<file path="src/rtl/jpeg_pkg.sv">
// rtl/jpeg_pkg.sv - shared widths, JPEG luminance tables and FSM states for the quantizer
package jpeg_pkg;

  localparam int ADDR_W   = 15;
  localparam int NUM_ROWS = 32768;
  localparam int COEF_W   = 10;
  localparam int OUT_W    = 8;
  localparam int RECIP_W  = 16;

  localparam logic [ADDR_W-1:0] LAST_ROW = ADDR_W'(NUM_ROWS - 1);

  typedef enum logic [1:0] {
    ST_IDLE,
    ST_RUN,
    ST_DRAIN,
    ST_DONE
  } state_t;

  // Rows listed column 0 first; entry (r,i) lands at bits [(r*8+i)*8 +: 8].
  function automatic logic [63:0] q_row(input int r);
    case (r)
      0:       q_row = {8'd16, 8'd11, 8'd10, 8'd16, 8'd24,  8'd40,  8'd51,  8'd61};
      1:       q_row = {8'd12, 8'd12, 8'd14, 8'd19, 8'd26,  8'd58,  8'd60,  8'd55};
      2:       q_row = {8'd14, 8'd13, 8'd16, 8'd24, 8'd40,  8'd57,  8'd69,  8'd56};
      3:       q_row = {8'd14, 8'd17, 8'd22, 8'd29, 8'd51,  8'd87,  8'd80,  8'd62};
      4:       q_row = {8'd18, 8'd22, 8'd37, 8'd56, 8'd68,  8'd109, 8'd103, 8'd77};
      5:       q_row = {8'd24, 8'd35, 8'd55, 8'd64, 8'd81,  8'd104, 8'd113, 8'd92};
      6:       q_row = {8'd49, 8'd64, 8'd78, 8'd87, 8'd103, 8'd121, 8'd120, 8'd101};
      default: q_row = {8'd72, 8'd92, 8'd95, 8'd98, 8'd112, 8'd100, 8'd103, 8'd99};
    endcase
  endfunction

  function automatic logic [511:0] build_q();
    logic [511:0] t;
    logic [63:0]  row;
    t = '0;
    for (int r = 0; r < 8; r++) begin
      row = q_row(r);
      for (int i = 0; i < 8; i++) begin
        t[(r*8+i)*8 +: 8] = row[(7-i)*8 +: 8];
      end
    end
    return t;
  endfunction

  localparam logic [511:0] Q_TABLE = build_q();

  function automatic logic [1023:0] build_recip();
    logic [1023:0] t;
    int            q;
    t = '0;
    for (int e = 0; e < 64; e++) begin
      q = int'(Q_TABLE[e*8 +: 8]);
      t[e*RECIP_W +: RECIP_W] = RECIP_W'((65536 + q / 2) / q);
    end
    return t;
  endfunction

  localparam logic [1023:0] RECIP_TABLE = build_recip();

endpackage

</file>
<file path="src/rtl/quant_lane.sv">
// rtl/quant_lane.sv - one coefficient lane: capture, magnitude x reciprocal, round, sign, saturate
module quant_lane
  import jpeg_pkg::*;
(
  input  logic               clk,
  input  logic               reset,
  input  logic [COEF_W-1:0]  coef,
  input  logic [RECIP_W-1:0] recip,
  output logic [OUT_W-1:0]   q
);

  localparam int PW = COEF_W + RECIP_W;
  localparam logic [PW-1:0] HALF = PW'(1) << (RECIP_W - 1);

  logic [COEF_W-1:0] coef_q;
  logic [COEF_W-1:0] mag;
  logic [PW-1:0]     prod_q;
  logic              neg_q;
  logic [COEF_W:0]   qmag;

  // -512 maps to 512, which still fits the unsigned 10-bit magnitude.
  assign mag  = coef_q[COEF_W-1] ? (~coef_q + 1'b1) : coef_q;
  assign qmag = (COEF_W+1)'((prod_q + HALF) >> RECIP_W);

  always_ff @(posedge clk or negedge reset) begin
    if (!reset) begin
      coef_q <= '0;
      prod_q <= '0;
      neg_q  <= 1'b0;
    end else begin
      coef_q <= coef;
      prod_q <= {{RECIP_W{1'b0}}, mag} * {{COEF_W{1'b0}}, recip};
      neg_q  <= coef_q[COEF_W-1];
    end
  end

  always_comb begin
    q = '0;
    if (neg_q) begin
      if (qmag > (COEF_W+1)'(128)) q = 8'h80;
      else                         q = OUT_W'(~qmag + 1'b1);
    end else begin
      if (qmag > (COEF_W+1)'(127)) q = 8'h7f;
      else                         q = OUT_W'(qmag);
    end
  end

endmodule

</file>
<file path="src/rtl/dct_quantizer.sv">
// rtl/dct_quantizer.sv - streams DCT rows through eight quantizer lanes into the output SRAM
module dct_quantizer
  import jpeg_pkg::*;
(
  input  logic                  clk,
  input  logic                  reset,
  input  logic                  start,
  input  logic                  hold,
  output logic                  busy,
  output logic                  done,
  output logic                  rd_en,
  output logic [ADDR_W-1:0]     rd_addr,
  input  logic [8*COEF_W-1:0]   rd_data,
  output logic                  wr_en,
  output logic [ADDR_W-1:0]     wr_addr,
  output logic [8*OUT_W-1:0]    wr_data
);

  state_t            state, state_nx;
  logic [ADDR_W-1:0] rd_cnt;
  logic              issue;
  logic              vd, v1;
  logic [ADDR_W-1:0] ad, a1;

  // Issue starts on the start edge itself so the first read lands in cycle 1.
  always_comb begin
    state_nx = state;
    issue    = 1'b0;
    case (state)
      ST_IDLE: begin
        if (start) begin
          state_nx = ST_RUN;
          issue    = !hold;
        end
      end
      ST_RUN: begin
        issue = !hold;
        if (!hold && rd_cnt == LAST_ROW) state_nx = ST_DRAIN;
      end
      ST_DRAIN: begin
        if (!rd_en && !vd && !v1) state_nx = ST_DONE;
      end
      ST_DONE:  state_nx = ST_IDLE;
      default:  state_nx = ST_IDLE;
    endcase
  end

  always_ff @(posedge clk or negedge reset) begin
    if (!reset) begin
      state   <= ST_IDLE;
      rd_cnt  <= '0;
      rd_en   <= 1'b0;
      rd_addr <= '0;
      vd      <= 1'b0;
      ad      <= '0;
      v1      <= 1'b0;
      a1      <= '0;
      wr_en   <= 1'b0;
      wr_addr <= '0;
    end else begin
      state <= state_nx;
      rd_en <= issue;
      if (issue) begin
        rd_addr <= rd_cnt;
        if (rd_cnt != LAST_ROW) rd_cnt <= rd_cnt + 1'b1;
      end
      if (state == ST_DONE) rd_cnt <= '0;
      vd      <= rd_en;
      ad      <= rd_addr;
      v1      <= vd;
      a1      <= ad;
      wr_en   <= v1;
      wr_addr <= a1;
    end
  end

  assign busy = (state != ST_IDLE);
  assign done = (state == ST_DONE);

  // a1 travels alongside the lane's captured coefficient, so its low bits pick the table row.
  for (genvar g = 0; g < 8; g++) begin : g_lane
    quant_lane u_lane (
      .clk   (clk),
      .reset (reset),
      .coef  (rd_data[g*COEF_W +: COEF_W]),
      .recip (RECIP_TABLE[{a1[2:0], 3'(g), 4'd0} +: RECIP_W]),
      .q     (wr_data[g*OUT_W +: OUT_W])
    );
  end

endmodule

</file>
<file path="config.mk">
export PLATFORM = sky130hd
export DESIGN_NAME = dct_quantizer
export DESIGN_NICKNAME = d
export VERILOG_FILES = /design/src/rtl/jpeg_pkg.sv /design/src/rtl/quant_lane.sv /design/src/rtl/dct_quantizer.sv
export SDC_FILE = /design/constraint.sdc
export NUM_CORES = 2
export LEC_CHECK = 0
export ABC_AREA = 1
export CAP_MARGIN = 20
export CELL_PAD_IN_SITES_DETAIL_PLACEMENT = 1
export CELL_PAD_IN_SITES_GLOBAL_PLACEMENT = 2
export CORE_MARGIN = 3
export CORE_UTILIZATION = 38
export DETAILED_ROUTE_END_ITERATION = 10
export PLACE_DENSITY_LB_ADDON = 0.1
export SLEW_MARGIN = 20
export SYNTH_ARGS = -nofsm -noshare
export SYNTH_HDL_FRONTEND = slang
export SYNTH_SLANG_ARGS = --single-unit
</file>
<file path="constraint.sdc">
create_clock -name clk -period 8.05 [get_ports clk]
set_input_delay 2.415 -clock clk [delete_from_list [all_inputs] [get_ports clk]]
set_output_delay 2.415 -clock clk [all_outputs]
set_load 0.005 [all_outputs]
</file>
==> flow_summary.yaml <==
clocking:
  cts_made_buffers: 35
  cts_max_level: 2
  clk_path_buf_depth: 3
  hold_buffers: 0
  clock_sink_count: 242
  post_cts_resized: 0
  postCtsSetupBuffers: 0
  insertion_delay_ps: 630
  clk_pin_slew_ps: 80
  cts_tree: "yes"
  cts_root_buf: "clkbuf_16"
routing:
  first_pass_iters: 5
  drc_errors: 0
  viasPerCell: 5.01
  vias: 38600
  avgRoutedWirePerCell_um: 18.4
  ant_nets: 0
  drt_iter0_drc: 1537
  drt_wl_total_mm: 142
synth:
  synth_warnings: 0
  synthCells: 5964
  synth_top_cell_area_share_pct: 27.5
  syn_area_per_cell_um2: 7.48
  synthTopCellsByArea: "fa_1, ha_1, dfrtp_1, nand2_1, inv_1"
  synth_seq_cells: 242
  postSynth.asyncResetShare_pct: 100
  synth.distinct_cells: 54
  ys_seq_area_share_pct: 13.6
  synth_enable_flop_cells: 0
  yosys.area.top_type: "fa_1"
  synthFlopType: "dfrtp_1"
  netlist_area_mm2: 0.0446
global_route:
  grt_pass1_wl_mm: 232
  track_usage_pct: 24.0
  grt_overflow: 0
  grt_pass1_vias: 42500
  grt_antenna_before_repair: 2
  grt_max_degree: 126
floorplan:
  die_x_um: 349
  die_h_um: 349
  io_pins: 182
  rows: 125
  initial_core_util_pct: 38.3
  dieArea_mm2: 0.122
  core_area_mm2: 0.116
critical_path:
  crit_path_start: "a1[1]$_DFF_PN0_"
  slowest_stage: "dfrtp_1"
  path_class: "register to register"
  r2r_start: "a1[1]$_DFF_PN0_"
  cp_top_family: "adder cells"
  startpoint_type: "register"
  path_buf_inv: 6
  critPathMostFrequentCell: "fa_1"
  endpoint_kind: "register"
  required_ps: 8530
  crit_arrival_ps: 7690
  worstPathCellList: "inv_2, ha_1, inv_2, nand2_2, inv_2, nor2_1, inv_1, nor2_1, fa_1, fa_1, fa_1, fa_1, inv_1, fa_1, inv_1, ha_1, a21oi_1, o21ai_0, a21oi_1, nor2_1, nor3_1, nand2_1, nand2_1, nand2_1"
  critPathMaxStageDelay_ps: 780
  worstPathMaxFanout: 14
sta:
  fin_worst_skew_ps: 56.0
  worst_slew_pin_slew_ps: 1070
  worst_slack_ps: 838
  final-setup-viol-count: 0
  max_slew_margin_pct: 28.1
  max_freq_mhz: 139
  final_hold_viol_count: 0
  layout_min_cycle_time_ps: 7210
  fin_hold_ws_ps: 345
  slew_violations: 0
  fin_crit_sh_pct: 89.6
  tns_ps: 0
  grt_setup_unrepaired: "false"
place:
  port_buffers: 181
  place_hpwl_mm: 120
  dp_slack_ps: 854
  place_congestion: 0.865
cells_and_area:
  seq_area_mm2: 0.00606
  nNetsFinal: 7396
  final_util_pct: 42.5
  drive_gt1_share_pct: 3.12
  fill_cells: 14600
  multi_input_area_mm2: 0.0336
  syn2layout_area_growth_pct: 10.9
worst_hold_path:
  hp-class: "register to register"
  min_from: "ad[12]$_DFF_PN0_"
outcome:
  status: "complete, no violations"
job:
  cap_violations: 0
[final timing paths]
| check | to | slack [ps] | cells past startpoint |
|---|---|---|---|
| setup reg to reg | g_lane[1].u_lane.prod_q[22]$_DFF_PN0_ | 840 | 24 |
| min in group asynchronous | g_lane[5].u_lane.neg_q$_DFF_PN0_ | 1670 | 1 |
| hold / removal | a1[12]$_DFF_PN0_ | 340 | 0 |
| max in group asynchronous | a1[2]$_DFF_PN0_ | 5250 | 2 |
| hold reg to reg | a1[12]$_DFF_PN0_ | 340 | 0 |
| setup / recovery | g_lane[1].u_lane.prod_q[22]$_DFF_PN0_ | 840 | 24 |
[layout make-up]
cell class,count,share of cell area [%]
diodes,1,0.00506
multi-input cells,4425,67.9
well taps,1524,3.85
clock inverters,17,0.480
clock buffers,45,1.91
repair buffers,211,4.18
inverters,1238,9.40
flip-flops and latches,242,12.2
[cell families after synthesis]
| logic type | Yosys count | share of synthesized area, % |
|---|---|---|
| fa+ha+maj | 1159 | 42.8 |
| xor+xnor | 71 | 1.39 |
| compound gates | 496 | 6.16 |
| flops | 242 | 13.6 |
| buf+inv | 1299 | 11.1 |
| simple gates | 2695 | 25.0 |
| other cells | 2 | 0.0168 |
[synth_stat cells (59+ instances only)]
library cell / instances
nand2_1: 1420
o21ai_0: 188
inv_1: 1177
nand4_1: 72
dfrtp_1: 242
nor3_1: 69
ha_1: 547
fa_1: 612
nor2_1: 787
nand3_1: 230
xor2_1: 59
a21oi_1: 185
[flip-flops by register name (all words and copies together), names as in the netlist]
| signal | count |
|---|---|
| vd | 1 |
| rd_en | 1 |
| v1 | 1 |
| ad | 15 |
| state | 2 |
| rd_cnt | 15 |
| wr_addr | 15 |
| wr_en | 1 |
| rd_addr | 15 |
| g_lane.u_lane.prod_q | 73 |
| g_lane.u_lane.coef_q | 80 |
| g_lane.u_lane.neg_q | 8 |
| a1 | 15 |
[worst register-to-register path, stage by stage, from the launching register on]
cell     delay, ps
dfrtp_1        780
inv_2          210
ha_1           740
inv_2           60
nand2_2        280
inv_2          200
nor2_1         470
inv_1          300
nor2_1         220
fa_1           430
fa_1           530
fa_1           430
fa_1           490
inv_1           50
fa_1           490
inv_1           40
ha_1           300
a21oi_1        230
o21ai_0        130
a21oi_1        250
nor2_1          70
nor3_1         200
nand2_1         80
nand2_1         60
nand2_1         40
[per-layer routing]
layer  track usage [%]  share of wire, %  up-vias
met5                 0                 0        -
met4              6.14               2.5        0
met3              3.08               4.0      152
met2              41.1                48      588
met1              32.0                46    19200
li1                  -                 -    18600
[placed cells by master, fill, tap and decap left out, types with 12 or more instances in the layout]
master / synthesis / routed
a21o_1: 27 / 27
a21oi_1: 185 / 185
buf_4: 5 / 28
clkbuf_16: 0 / 35
clkdlybuf4s50_1: 0 / 180
clkinv_1: 36 / 36
dfrtp_1: 242 / 241
fa_1: 612 / 612
ha_1: 547 / 547
inv_1: 1177 / 1177
inv_2: 24 / 24
nand2_1: 1420 / 1420
nand2_2: 16 / 16
nand3_1: 230 / 230
nand3b_1: 23 / 23
nand4_1: 72 / 72
nor2_1: 787 / 787
nor2_2: 20 / 20
nor3_1: 69 / 69
nor4_1: 12 / 12
o21ai_0: 188 / 188
o21ai_1: 18 / 18
o21bai_1: 26 / 26
or2_2: 14 / 14
xnor2_1: 12 / 12
xor2_1: 59 / 59
[through the flow]
| stage | cell area (um^2) | cells |
|---|---|---|
| 6_report | 49500 | 7703 |
| 5_1_grt | 49500 | 7702 |
| 4_1_cts | 49500 | 7702 |
| 3_5_place_dp | 48300 | 7640 |
| 3_3_place_gp | 48300 | 7640 |
| 2_1_floorplan | 44600 | 5966 |
Power is not shown: default switching activity piles up to over one toggle a cycle in this logic, so the estimate is an artifact.
